==> config.mk <==
export PLATFORM = sky130hd
export DESIGN_NAME = connect_net_skid
export DESIGN_NICKNAME = d
export VERILOG_FILES = /design/src/rtl/connect_net_skid.sv
export SDC_FILE = /design/constraint.sdc
export NUM_CORES = 1
export LEC_CHECK = 0
export BUFFER_PORTS_ARGS = -buffer_cell sky130_fd_sc_hd__buf_4
export CORE_MARGIN = 5
export CORE_UTILIZATION = 25
export DETAILED_ROUTE_END_ITERATION = 6
export GPL_TIMING_DRIVEN = 0
export SLEW_MARGIN = 20
export SYNTH_ARGS = -nofsm -noshare
export SYNTH_HDL_FRONTEND = slang
export SYNTH_SLANG_ARGS = --single-unit
==> constraint.sdc <==
create_clock -name clk -period 6.04 [get_ports clk]
set_clock_uncertainty 0.15 [all_clocks]
set_input_delay 0.604 -clock clk [delete_from_list [all_inputs] [get_ports clk]]
set_output_delay 0.604 -clock clk [all_outputs]
set_load 0.005 [all_outputs]
==> src/rtl/connect_net_skid.sv <==
// Registered valid/ready pipeline stage with a one-entry skid register, placed
// upstream of a pass-through net; also reports occupancy and a wrapping transfer count.
module connect_net_skid #(
  parameter int WIDTH     = 32,
  parameter int CNT_WIDTH = 16
) (
  input  logic                 clk,
  input  logic                 rst,
  input  logic [WIDTH-1:0]     in_data,
  input  logic                 in_valid,
  output logic                 in_ready,
  output logic [WIDTH-1:0]     out_data,
  output logic                 out_valid,
  input  logic                 out_ready,
  output logic [1:0]           count,
  output logic [CNT_WIDTH-1:0] xfer_count
);

  // Encoding doubles as the occupancy value driven on count.
  typedef enum logic [1:0] {
    EMPTY = 2'd0,
    ONE   = 2'd1,
    FULL  = 2'd2
  } state_t;

  state_t           state;
  logic [WIDTH-1:0] skid;
  logic             in_xfer;
  logic             out_xfer;

  assign in_xfer  = in_valid & in_ready;
  assign out_xfer = out_valid & out_ready;
  assign count    = state;

  // out_data is the main register; in_ready and out_valid are registered
  // from the next state so no path from out_ready reaches in_ready.
  always_ff @(posedge clk or posedge rst) begin
    if (rst) begin
      state      <= EMPTY;
      in_ready   <= 1'b0;
      out_valid  <= 1'b0;
      out_data   <= '0;
      skid       <= '0;
      xfer_count <= '0;
    end else begin
      if (out_xfer) begin
        xfer_count <= xfer_count + CNT_WIDTH'(1);
      end
      in_ready <= 1'b1;
      case (state)
        EMPTY: begin
          if (in_xfer) begin
            out_data  <= in_data;
            out_valid <= 1'b1;
            state     <= ONE;
          end
        end
        ONE: begin
          if (in_xfer && !out_xfer) begin
            skid     <= in_data;
            in_ready <= 1'b0;
            state    <= FULL;
          end else if (in_xfer) begin
            out_data <= in_data;
          end else if (out_xfer) begin
            out_valid <= 1'b0;
            state     <= EMPTY;
          end
        end
        FULL: begin
          if (out_xfer) begin
            out_data <= skid;
            state    <= ONE;
          end else begin
            in_ready <= 1'b0;
          end
        end
        default: begin
          out_valid <= 1'b0;
          state     <= EMPTY;
        end
      endcase
    end
  end

endmodule
* Word level (Yosys, flattened, before mapping)
Cells that the tools add are included.
** Storage, ports and cells
- Input bits :: 36
- Logic and storage cells :: 45
- Flip-flop bits (word level) :: 84
- Output and inout port bits :: 52
** Cells by class
- Bitwise operators :: 3
- Eq/ne operators :: 9
- Reductions and logical operators :: 8
- Multiplexer cells :: 18
- $add $sub $neg :: 1
** Operators with widths (count)
- 2-to-1 mux 32 bit :: 3
- case mux 32 bit (3 select lines) :: 1
- adder 16 x 1 -> 16 bit (second input constant) :: 1
- 2-to-1 mux 2 bit :: 5
- != test 2 bit (second input constant) :: 5
- 2-to-1 mux 1 bit :: 6
- != test 3 bit (second input constant) :: 2
- case mux 2 bit (3 select lines) :: 1
- AND reduction 5 bit :: 1
- AND reduction 4 bit :: 1
- case mux 1 bit (3 select lines) :: 1
- AND reduction 3 bit :: 1
- nonzero test 3 bit :: 1
- bitwise AND 1 bit :: 2
- equality test 2 x 1 -> 1 bit (second input constant) :: 1
- equality test 2 bit (second input constant) :: 1
- logical NOT 2 bit :: 1
- case mux 1 bit (2 select lines) :: 1
- AND reduction 2 bit :: 1
- logical AND 1 bit :: 1
- logical NOT 1 bit :: 1
- NOT 1 bit :: 1

* Logic depth before layout (Yosys ltp)
Gate-level depths: netlist of the first run.
- Word-level depth :: 5
- Depth in mapped cells :: 8
- Mapped depth without buffers :: 6

* Least setup slack after synthesis of the first run
OpenSTA, ideal clock, no wires.
- Path type :: reg-to-reg
- Start point :: register state[1] (netlist: count[1])
- End point :: register skid[10]
- Library setup time :: 125 ps
- Clock period less this slack :: 1807 ps
- Path buffers :: 2
- Cell stages (with the launch flop) :: 7
- Data required time :: 5765 ps
- Data arrival time :: 1532 ps
- Path slack :: 4233 ps
- Cell sequence :: dfrtp_1 > inv_1 > ha_1 > and3_1 > buf_6 > buf_6 > mux2_4
** Between the ends
- Word-level cells in the longest chain between the ends :: 2
** RTL lines
- start, declared :: line 26 : state_t state;
- start signal, assigned :: line 39 : state <= EMPTY;
- start signal, assigned :: line 55 : state <= ONE;
- start signal, assigned :: line 62 : state <= FULL;
- equality test 2 x 1 -> 1 bit :: line 50 : case (state)
- AND reduction 2 bit (no line)
- end signal, assigned :: line 60 : skid <= in_data;
- end, declared :: line 27 : logic [WIDTH-1:0] skid;
No other way between the ends.
A chain may end at the register's enable or synchronous reset.

* Final worst setup path of the first run
- Start point :: register state[1] (netlist: count[1])
- End point :: register out_data[31]
** Between the ends
- Word-level cells in the longest chain between the ends :: 3
- Elaborated cells between the ends (all ways) :: 8
- Those cells by class :: eq/ne (4); mux (1); reduce/logical (3)
** RTL lines
- equality test 2 x 1 -> 1 bit, or another cell as far along :: line 50
- != test 2 bit (no line) or nonzero test 3 bit (tied branches)
- AND reduction 3 bit (no line)
- end signal, assigned :: line 53 : out_data <= in_data;
- end signal, assigned :: line 64 : out_data <= in_data;
- end signal, assigned :: line 72 : out_data <= skid;
- end, declared :: line 12 : output logic [WIDTH-1:0] out_data,
Several ways; a longest one is shown, not always the timed one.

==> key figures, run 1 <==
Run status
  • Status: complete, no violations

Logic synthesis
  • Post-synth EDFFs: 0
  • Synth area leaders: dfrtp_1 (55%), mux2_4 (11%), mux2i_1 (8.6%)
  • Post-synthesis mux area share: 21.2%
  • Mapped Area: 3830 µm²
  • Unique masters post-synth: 33
  • Share of the synthesized area in the top cell type: 54.9%
  • Synth Area in Compound Gates: 6.47%
  • Synthesized Nets: 343
  • Main combinational cell family by area after synthesis: multiplexers
  • Yosys warns: 0
  • FFs w/ async S/R, synth: 100%
  • Post-synthesis xor/xnor area fraction: 3.43%
  • Seq cells post-synth: 84
  • Post-Synth Simple-Gate Area: 8.67%
  • Sequential area share after synthesis: 54.9%
  • Synth Area per Inst: 12.7 µm²
  • Main synth FF type: dfrtp_1
  • Post-synthesis adder-cell area fraction: 1.96%
  • Area leader, netlist: dfrtp_1
  • Cells after Synth: 301

Placed design
  • HPWL after DPL: 6620 µm
  • GPL Wtd Cong: 0.779
  • DP Cell Count: 577
  • PortBufs: 87
  • DP Worst Slack: 3.87 ns

GRT
  • GRT Residual Overflow: 0
  • Global-route wire length before repair: 15000 µm
  • Initial antenna violation count: 0
  • Largest net degree at the start of global routing: 57
  • Gr usage total: 10.7%
  • Vias in the first global route: 2879

Final layout
  • Layout cells sized above 1: 39.5%
  • Finished Layout Cells: 593
  • Nets: 442
  • Antenna diode count: 0
  • Area grow syn2layout: 31.3%

STA
  • Final setup violation count: 0
  • Final TNS setup: 0 ns
  • Slew HR: 72.6%
  • Crit path time final: 2.08 ns
  • Fmax: 0.480 GHz
  • Setup ws final: 3.96 ns
  • Final Cycle Share: 34.5%
  • RSZ-0062 raised after global routing: false
  • Max-slew violation count: 0
  • Worst-margin pin slew: 0.410 ns
  • Fin. Hold Viols: 0

Floorplanning
  • FP Rows: 45
  • Core outline area: 15100 µm²
  • IO Pins: 88
  • Full die area: 17900 µm²
  • Die width: 134 µm
  • Starting Density: 25.4%
  • Die Ht: 134 µm

Route
  • DRC errors left: 0
  • Total Wirelength: 9090 µm
  • Iteration-0 DRC count of the detailed router: 111
  • Vias per cell: 4.41
  • Vias: 2616
  • Final ANT Viol Nets: 0
  • Pre-Repair DR Iteration Count: 4
  • Wirelength per Cell: 15.3 µm

Setup path
  • Req. time, crit path: 6.14 ns
  • CP max stage cell: dfrtp_1
  • Critical path type: flip-flop to flip-flop
  • CP Launch Type: flip-flop
  • R2R Setup Slk: 3.96 ns
  • Worst Setup End Kind: flip-flop
  • Crit path max fanout: 10
  • Crit-path cells: inv_1 -> ha_1 -> a31oi_2 -> o221ai_4 -> clkbuf_2 -> o21ai_0
  • WP data arrival: 2.18 ns
  • Max stage delay on crit path: 0.50 ns

Flow run
  • Max cap viols: 0

Clock network
  • Htree depth: 3
  • Root Buffer: clkbuf_16
  • Clock Tree Buf Depth: 2
  • CTS tree: yes
  • CTS Buf Count: 9
  • Clk Latency, worst-skew pair: 0.33 ns
  • Number of post-CTS setup repair buffers: 0
  • Post-CTS sizing: 0
  • Cts hold-fix bufs: 0
  • Clock transition at the registers of the reported paths: 0.06 ns
  • CTS Sinks: 84

Hold path
  • Worst hold path type: input pin to async pin

Power
  • Lkg Pwr: 2.32 nW
  • Pwr Density: 468 nW/µm²
  • Peak supply drop: 251 µV
metal layers:
metal	vias up	global-route usage, %	wire, µm
li1	1233	-	-
met1	1301	13.6	4150
met2	72	16.8	4250
met3	10	4.00	564
met4	0	3.71	129
met5	-	0	0
layout by cell type (no fill, tap or decap):
master and instances:
buf_4 92, dfrtp_1 84, nand2_1 45, mux2i_1 33
mux2_4 29, o21ai_0 27, xnor2_1 11, clkbuf_16 9
o21ai_1 7, ha_1 6, buf_2 5, nand3_1 5
nand4_1 4, mux2_2 4, buf_6 4, nor2_1 4
xor2_1 4, clkinvlp_4 4, inv_1 3, and3_1 3
nor3_1 2, a21oi_1 2, clkinv_2 2, and2_4 1
a31oi_2 1, and2_1 1, o221ai_4 1, clkbuf_2 1
nand4_2 1, nor4_4 1, or2_2 1, a32oi_1 1
inv_4 1, nand2b_1 1, nand3b_1 1, a21boi_0 1
o31ai_2 1, clkbuf_8 1, buf_16 1
final cells by class:
class	instances	area, µm²
buffer	15	113
clock buffer	10	239
clock inverter	6	40.0
fill	1498	10100
inverter	4	17.5
multi-input combinational	198	1600
sequential	84	2100
tap	188	235
timing repair buffer	88	681
worst max-delay path, delay by kind of cell (launching register included):
family          cells  cell delay, ns
flops               1            0.50
buf+inv             2            0.39
compound gates      3            0.68
fa+ha+maj           1            0.26
power breakdown:
| group | total [mW] | switching, mW | internal, mW |
|---|---|---|---|
| clock network | 0.511 | 0.223 | 0.288 |
| logic | 0.878 | 0.374 | 0.505 |
| registers | 0.960 | 0.156 | 0.803 |
| total | 2.35 | 0.753 | 1.60 |
flip-flops by register name, summed over array words and instances, names as in the netlist:
name        count
count           2
in_ready        1
out_data       32
out_valid       1
skid           32
xfer_count     16
synth_stat cells, drive strengths merged, types with 3 or more instances:
master	number
and3	3
buf	14
dfrtp	84
ha	6
inv	4
mux2	33
mux2i	33
nand2	45
nand3	5
nand4	5
nor2	4
o21ai	34
xnor2	11
xor2	4
per-stage QoR:
stage,power [mW],instance area [µm²],utilization [%],hold slack (ns)
after floorplan,1.49,3830,-,0.318
after global placement,1.84,4710,31.2,0.315
after detailed placement,1.87,4740,31.4,0.322
after CTS,2.41,5020,33.3,0.120
after global routing,2.53,5020,33.3,0.141
final,2.35,5020,33.3,0.119
path summary, 6_finish.rpt:
path,depth (start not counted),from,to
worst max-delay path,6,count[1],out_data[31]
worst min-delay path,2,rst,xfer_count[12]
worst max register to register,6,count[1],out_data[31]
worst min register to register,1,xfer_count[15],xfer_count[15]
max in group asynchronous,3,rst,skid[5]
min in group clk,1,xfer_count[15],xfer_count[15]
logic make-up (layout without fill, tap and decap cells):
group | after synthesis | in the layout
xor gates and xnor gates | 15 | 15
AOI/OAI and AO/OA | 41 | 41
buffers and inverters | 19 | 123
DFF | 84 | 84
muxes | 66 | 66
adders and majority gates | 6 | 6
and+or+nand+nor | 70 | 70
(Power assumes the default switching activity.)
==> run 2, diff against run 1 <==
- clock period: 6.04 -> 1.96 ns (I/O delays scaled with it)
==> key figures, run 2 (synthesized netlist as in run 1, its figures left out) <==
Route
  • Total Wirelength: 9930 µm
  • Iteration-0 DRC count of the detailed router: 86
  • Final ANT Viol Nets: 0
  • Wirelength per Cell: 15.7 µm
  • Vias per cell: 4.42
  • Vias: 2801
  • DRC errors left: 0
  • Pre-Repair DR Iteration Count: 4

Clock network
  • Clock Tree Buf Depth: 2
  • Clk Latency, worst-skew pair: 0.34 ns
  • CTS Buf Count: 9
  • CTS tree: yes
  • Root Buffer: clkbuf_16
  • Clock transition at the registers of the reported paths: 0.06 ns
  • Htree depth: 3
  • CTS Sinks: 84

Setup path
  • Crit path max fanout: 10
  • CP Launch Type: flip-flop
  • Crit-path cells: inv_1 -> ha_1 -> buf_6 -> a31oi_4 -> o221ai_4 -> buf_12 -> buf_6 -> nand2_1 -> o21ai_0
  • Critical path type: flip-flop to flip-flop
  • CP Depth: 9
  • Req. time, crit path: 2.03 ns
  • CP max stage cell: dfrtp_2
  • R2R depth: 9
  • Worst Setup End Kind: flip-flop
  • Largest delay contributor family on the critical path: buffers and inverters
  • WP data arrival: 1.97 ns
  • Buf/Inv on CP: 4
  • Max stage delay on crit path: 0.39 ns
  • Most frequent CP cell: buf_6

Final layout
  • Commonest non-fill, non-tap cell in the layout: buf_4
  • Antenna diode count: 0
  • Layout cells sized above 1: 38.1%
  • Commonest cells after routing, fill and taps aside: buf_4 (95), dfrtp_1 (82), nand2_1 (45)
  • Area grow syn2layout: 44.4%
  • Nets: 485
  • Largest regs: out_data x32, skid x32, xfer_count x16

Power
  • Switching share of power: 31.7%
  • Clock group share of total power: 21.3%
  • Lkg Pwr: 2.53 nW
  • Pwr Density: 1400 nW/µm²
  • Internal power: 5.28 mW
  • P_sw: 2.45 mW
  • Seq pwr share: 38.2%
  • Peak supply drop: 709 µV
  • Comb power frac: 40.5%

Hold path
  • Worst hold path type: input pin to flip-flop
  • Hold Path Stages: 3

GRT
  • Global-route wire length before repair: 16200 µm
  • Initial antenna violation count: 0
  • GRT Residual Overflow: 0
  • Vias in the first global route: 3141
  • Gr usage total: 11.5%
  • Largest net degree at the start of global routing: 34

Floorplanning
  • Die Ht: 134 µm
  • Starting Density: 25.4%
  • IO Pins: 88
  • Die width: 134 µm
  • Full die area: 17900 µm²
  • FP Rows: 45
  • Core outline area: 15100 µm²

Placed design
  • HPWL after DPL: 6640 µm
  • GPL Wtd Cong: 0.774
  • PortBufs: 87

Run status
  • Status: complete, no violations

STA
  • Slew HR: 64.0%
  • Crit path time final: 1.91 ns
  • Fin. Hold Viols: 0
  • Final Cycle Share: 97.2%
  • Worst-margin pin slew: 0.539 ns
  • Fmax: 0.525 GHz
  • Max-slew violation count: 0
  • Min Hold Slack: 0.0571 ns
  • Final setup violation count: 0
  • Final TNS setup: 0 ns

Flow run
  • Max cap viols: 0
## run 2: what timing repair did
action                     4_1_cts  5_1_grt
hold buffers                    33        0
hold endpoints to repair        72        0
pin swaps                        1        1
setup buffers                    3        3
gates cloned                     1        2
setup endpoints to repair       62       62
resized for setup               11       16
## run 2: final cells by class
class	instances	area, µm²
fillers	1470	9560
clock inverters	3	40.0
flip-flops and latches	84	2100
well taps	188	235
repair buffers	130	1100
plain buffers	15	163
inverters	4	18.8
clock buffers	11	233
multi-input cells	199	1630
## run 2: final timing paths
path / start / endpoint / slack, ns
max in group asynchronous: rst / xfer_count[2] / 0.81
worst min register to register: xfer_count[15] / xfer_count[15] / 0.32
worst max-delay path: count[0] / out_data[31] / 0.05
worst max register to register: count[0] / out_data[31] / 0.05
worst min-delay path: out_ready / xfer_count[0] / 0.06
min in group asynchronous: rst / out_data[18] / 0.31
## run 2: per-stage QoR
| stage | instances | area (µm²) | setup WS [ns] | util [%] | power, mW |
|---|---|---|---|---|---|
| global placement | 576 | 4720 | -0.145 | 31.3 | 5.67 |
| CTS | 629 | 5440 | -0.0185 | 36.1 | 7.66 |
| global route | 634 | 5530 | -0.0246 | 36.6 | 8.29 |
| detailed placement | 578 | 4760 | -0.178 | 31.5 | 5.77 |
| finish | 634 | 5530 | 0.0542 | 36.6 | 7.73 |
| floorplan | 301 | 3830 | 0.153 | - | 4.58 |
## run 2: metal layers
layer | global-route usage, % | part of all wire (%) | vias to the layer above
met2 | 19.0 | 49 | 74
met3 | 3.81 | 5.4 | 12
met4 | 3.94 | 1.5 | 0
met5 | 0 | 0 | -
li1 | - | - | 1329
met1 | 14.1 | 44 | 1386
## run 2: worst reg2reg max path: cells and delay by family, from the launching register on
family / cells / cell delay, ns
compound gates: 3 / 0.45
simple gates: 1 / 0.07
flops: 1 / 0.39
buf+inv: 4 / 0.53
fa+ha+maj: 1 / 0.21
## run 2: power groups by stage
| stage | clock [mW] | sequential (mW) | combinational, mW |
|---|---|---|---|
| floorplan | 0 | 2.90 | 1.67 |
| global placement | 0 | 2.95 | 2.72 |
| detailed placement | 0 | 2.97 | 2.80 |
| CTS | 1.71 | 2.96 | 2.99 |
| global route | 1.79 | 3.05 | 3.45 |
| finish | 1.64 | 2.95 | 3.13 |
==> run 3, diff against run 2 <==
- CORE_UTILIZATION: 25 -> 35
- SETUP_SLACK_MARGIN: default -> 0.02
==> key figures, run 3 (synthesized netlist as in run 1, its figures left out) <==
STA
  • Fmax: 0.528 GHz
  • Worst-margin pin slew: 0.340 ns
  • Crit path time final: 1.89 ns
  • Fin. Hold Viols: 0
  • Final Cycle Share: 96.7%
  • Slew HR: 77.2%
  • Max-slew violation count: 0
  • Setup ws final: 0.0652 ns
  • RSZ-0062 raised after global routing: false
  • Min Hold Slack: 0.0392 ns
  • Final setup violation count: 0

Power
  • Power, Total: 7.14 mW
  • Peak supply drop: 595 µV
  • Lkg Pwr: 2.47 nW
  • Pwr Density: 1330 nW/µm²

GRT
  • Largest net degree at the start of global routing: 34
  • Global-route wire length before repair: 14700 µm
  • Vias in the first global route: 2868
  • GRT Residual Overflow: 0
  • Initial antenna violation count: 0
  • Gr usage total: 14.0%

Setup path
  • Crit-path cells: ha_1 -> buf_6 -> a31oi_4 -> o221ai_4 -> buf_12 -> clkbuf_8 -> o21ai_0
  • CP max stage cell: dfrtp_2
  • Crit path max fanout: 10
  • CP Launch Type: flip-flop
  • Max stage delay on crit path: 0.47 ns
  • Req. time, crit path: 2.06 ns
  • Worst Setup End Kind: flip-flop
  • WP data arrival: 2.00 ns
  • Critical path type: flip-flop to flip-flop

Clock network
  • Clock transition at the registers of the reported paths: 0.08 ns
  • CTS tree: yes
  • CTS Sinks: 84
  • Root Buffer: clkbuf_8
  • Clk Latency, worst-skew pair: 0.34 ns
  • CTS Buf Count: 9
  • Htree depth: 3
  • Clock Tree Buf Depth: 2

Final layout
  • Final core occ: 49.6%
  • Fillers: 959
  • Largest regs: out_data x32, skid x32, xfer_count x16
  • Layout cells sized above 1: 38.1%
  • Antenna diode count: 0
  • Multi-input gate area: 1620 µm²
  • Sequential cell area: 2100 µm²
  • Commonest non-fill, non-tap cell in the layout: buf_4
  • Nets: 481
  • Commonest cells after routing, fill and taps aside: buf_4 (92), dfrtp_1 (82), nand2_1 (45)
  • Area grow syn2layout: 39.9%

Run status
  • Status: complete, no violations

Route
  • Iteration-0 DRC count of the detailed router: 92
  • Vias: 2699
  • Vias per cell: 4.63
  • Pre-Repair DR Iteration Count: 4
  • DRC errors left: 0
  • Total Wirelength: 8710 µm
  • Wirelength per Cell: 14.9 µm
  • Final ANT Viol Nets: 0

Hold path
  • Worst hold path type: input pin to flip-flop

Placed design
  • DP Worst Slack: -0.197 ns
  • HPWL after DPL: 5960 µm
  • GPL Wtd Cong: 0.750
  • PortBufs: 87

Floorplanning
  • FP Rows: 38
  • Die width: 115 µm
  • Starting Density: 35.5%
  • Full die area: 13100 µm²
  • IO Pins: 88
  • Die Ht: 115 µm
  • Core outline area: 10800 µm²

Flow run
  • Max cap viols: 0
==> run 3: changes by cell type in the layout (fill, tap and decap cells not counted), sizes merged <==
cell / delta
buf: -4
clkbuf: +1
clkinv: -1
clkinvlp: +2
o221ai: -1
==> run 3: report_power, final <==
group	switching [mW]	internal (mW)
sequential	0.471	2.47
combinational	1.19	1.77
clock	0.617	0.616
==> run 3: final timing paths <==
path                                      from             end  slack, ns  depth (start not counted)
worst max-delay path                  count[1]    out_data[25]       0.07                          7
worst min-delay path                 out_ready   xfer_count[0]       0.04                          3
worst max register to register        count[1]    out_data[25]       0.07                          7
worst min register to register  xfer_count[15]  xfer_count[15]       0.34                          1
max in group asynchronous                  rst        count[1]       0.85                          5
min in group asynchronous                  rst    out_data[10]       0.21                          3
==> run 3: repair_timing <==
| item | in CTS | in global routing |
|---|---|---|
| buffers inserted | 4 | 0 |
| cloned | 0 | 0 |
| setup endpoints to repair | 61 | 62 |
| hold buffers | 33 | 0 |
| gates resized for setup | 11 | 11 |
| pin swaps | 1 | 0 |
| hold endpoints to repair | 117 | 0 |
==> run 3: final cells by class <==
type                       instances  share of cell area, %
tap                              140                   3.27
timing repair buffer             127                   20.4
clock inverter                     4                  0.935
inverter                           4                  0.351
buffer                            15                   2.85
sequential                        84                   39.3
clock buffer                      11                   2.64
multi-input combinational        198                   30.2
==> run 3: worst max-delay path: cells and delay by family, from the launching register on <==
family                     cells  cell delay [ns]
adders and majority gates      1             0.21
buffers and inverters          3             0.47
DFF                            1             0.47
AOI/OAI and AO/OA              3             0.50
==> run 3: through the flow <==
stage	instances	cell area, µm²	TNS, ns
after detailed placement	531	4730	-4.82
after global routing	583	5350	0
final	583	5350	0
after global placement	528	4660	-6.23
after CTS	583	5330	0
after floorplan	301	3830	0
==> run 3: metal layers <==
metal	vias up	track usage (%)	wire, µm
li1	1309	-	-
met1	1307	19.3	4110
met2	76	21.7	3970
met3	7	3.91	561
met4	0	3.56	70
met5	-	0	0
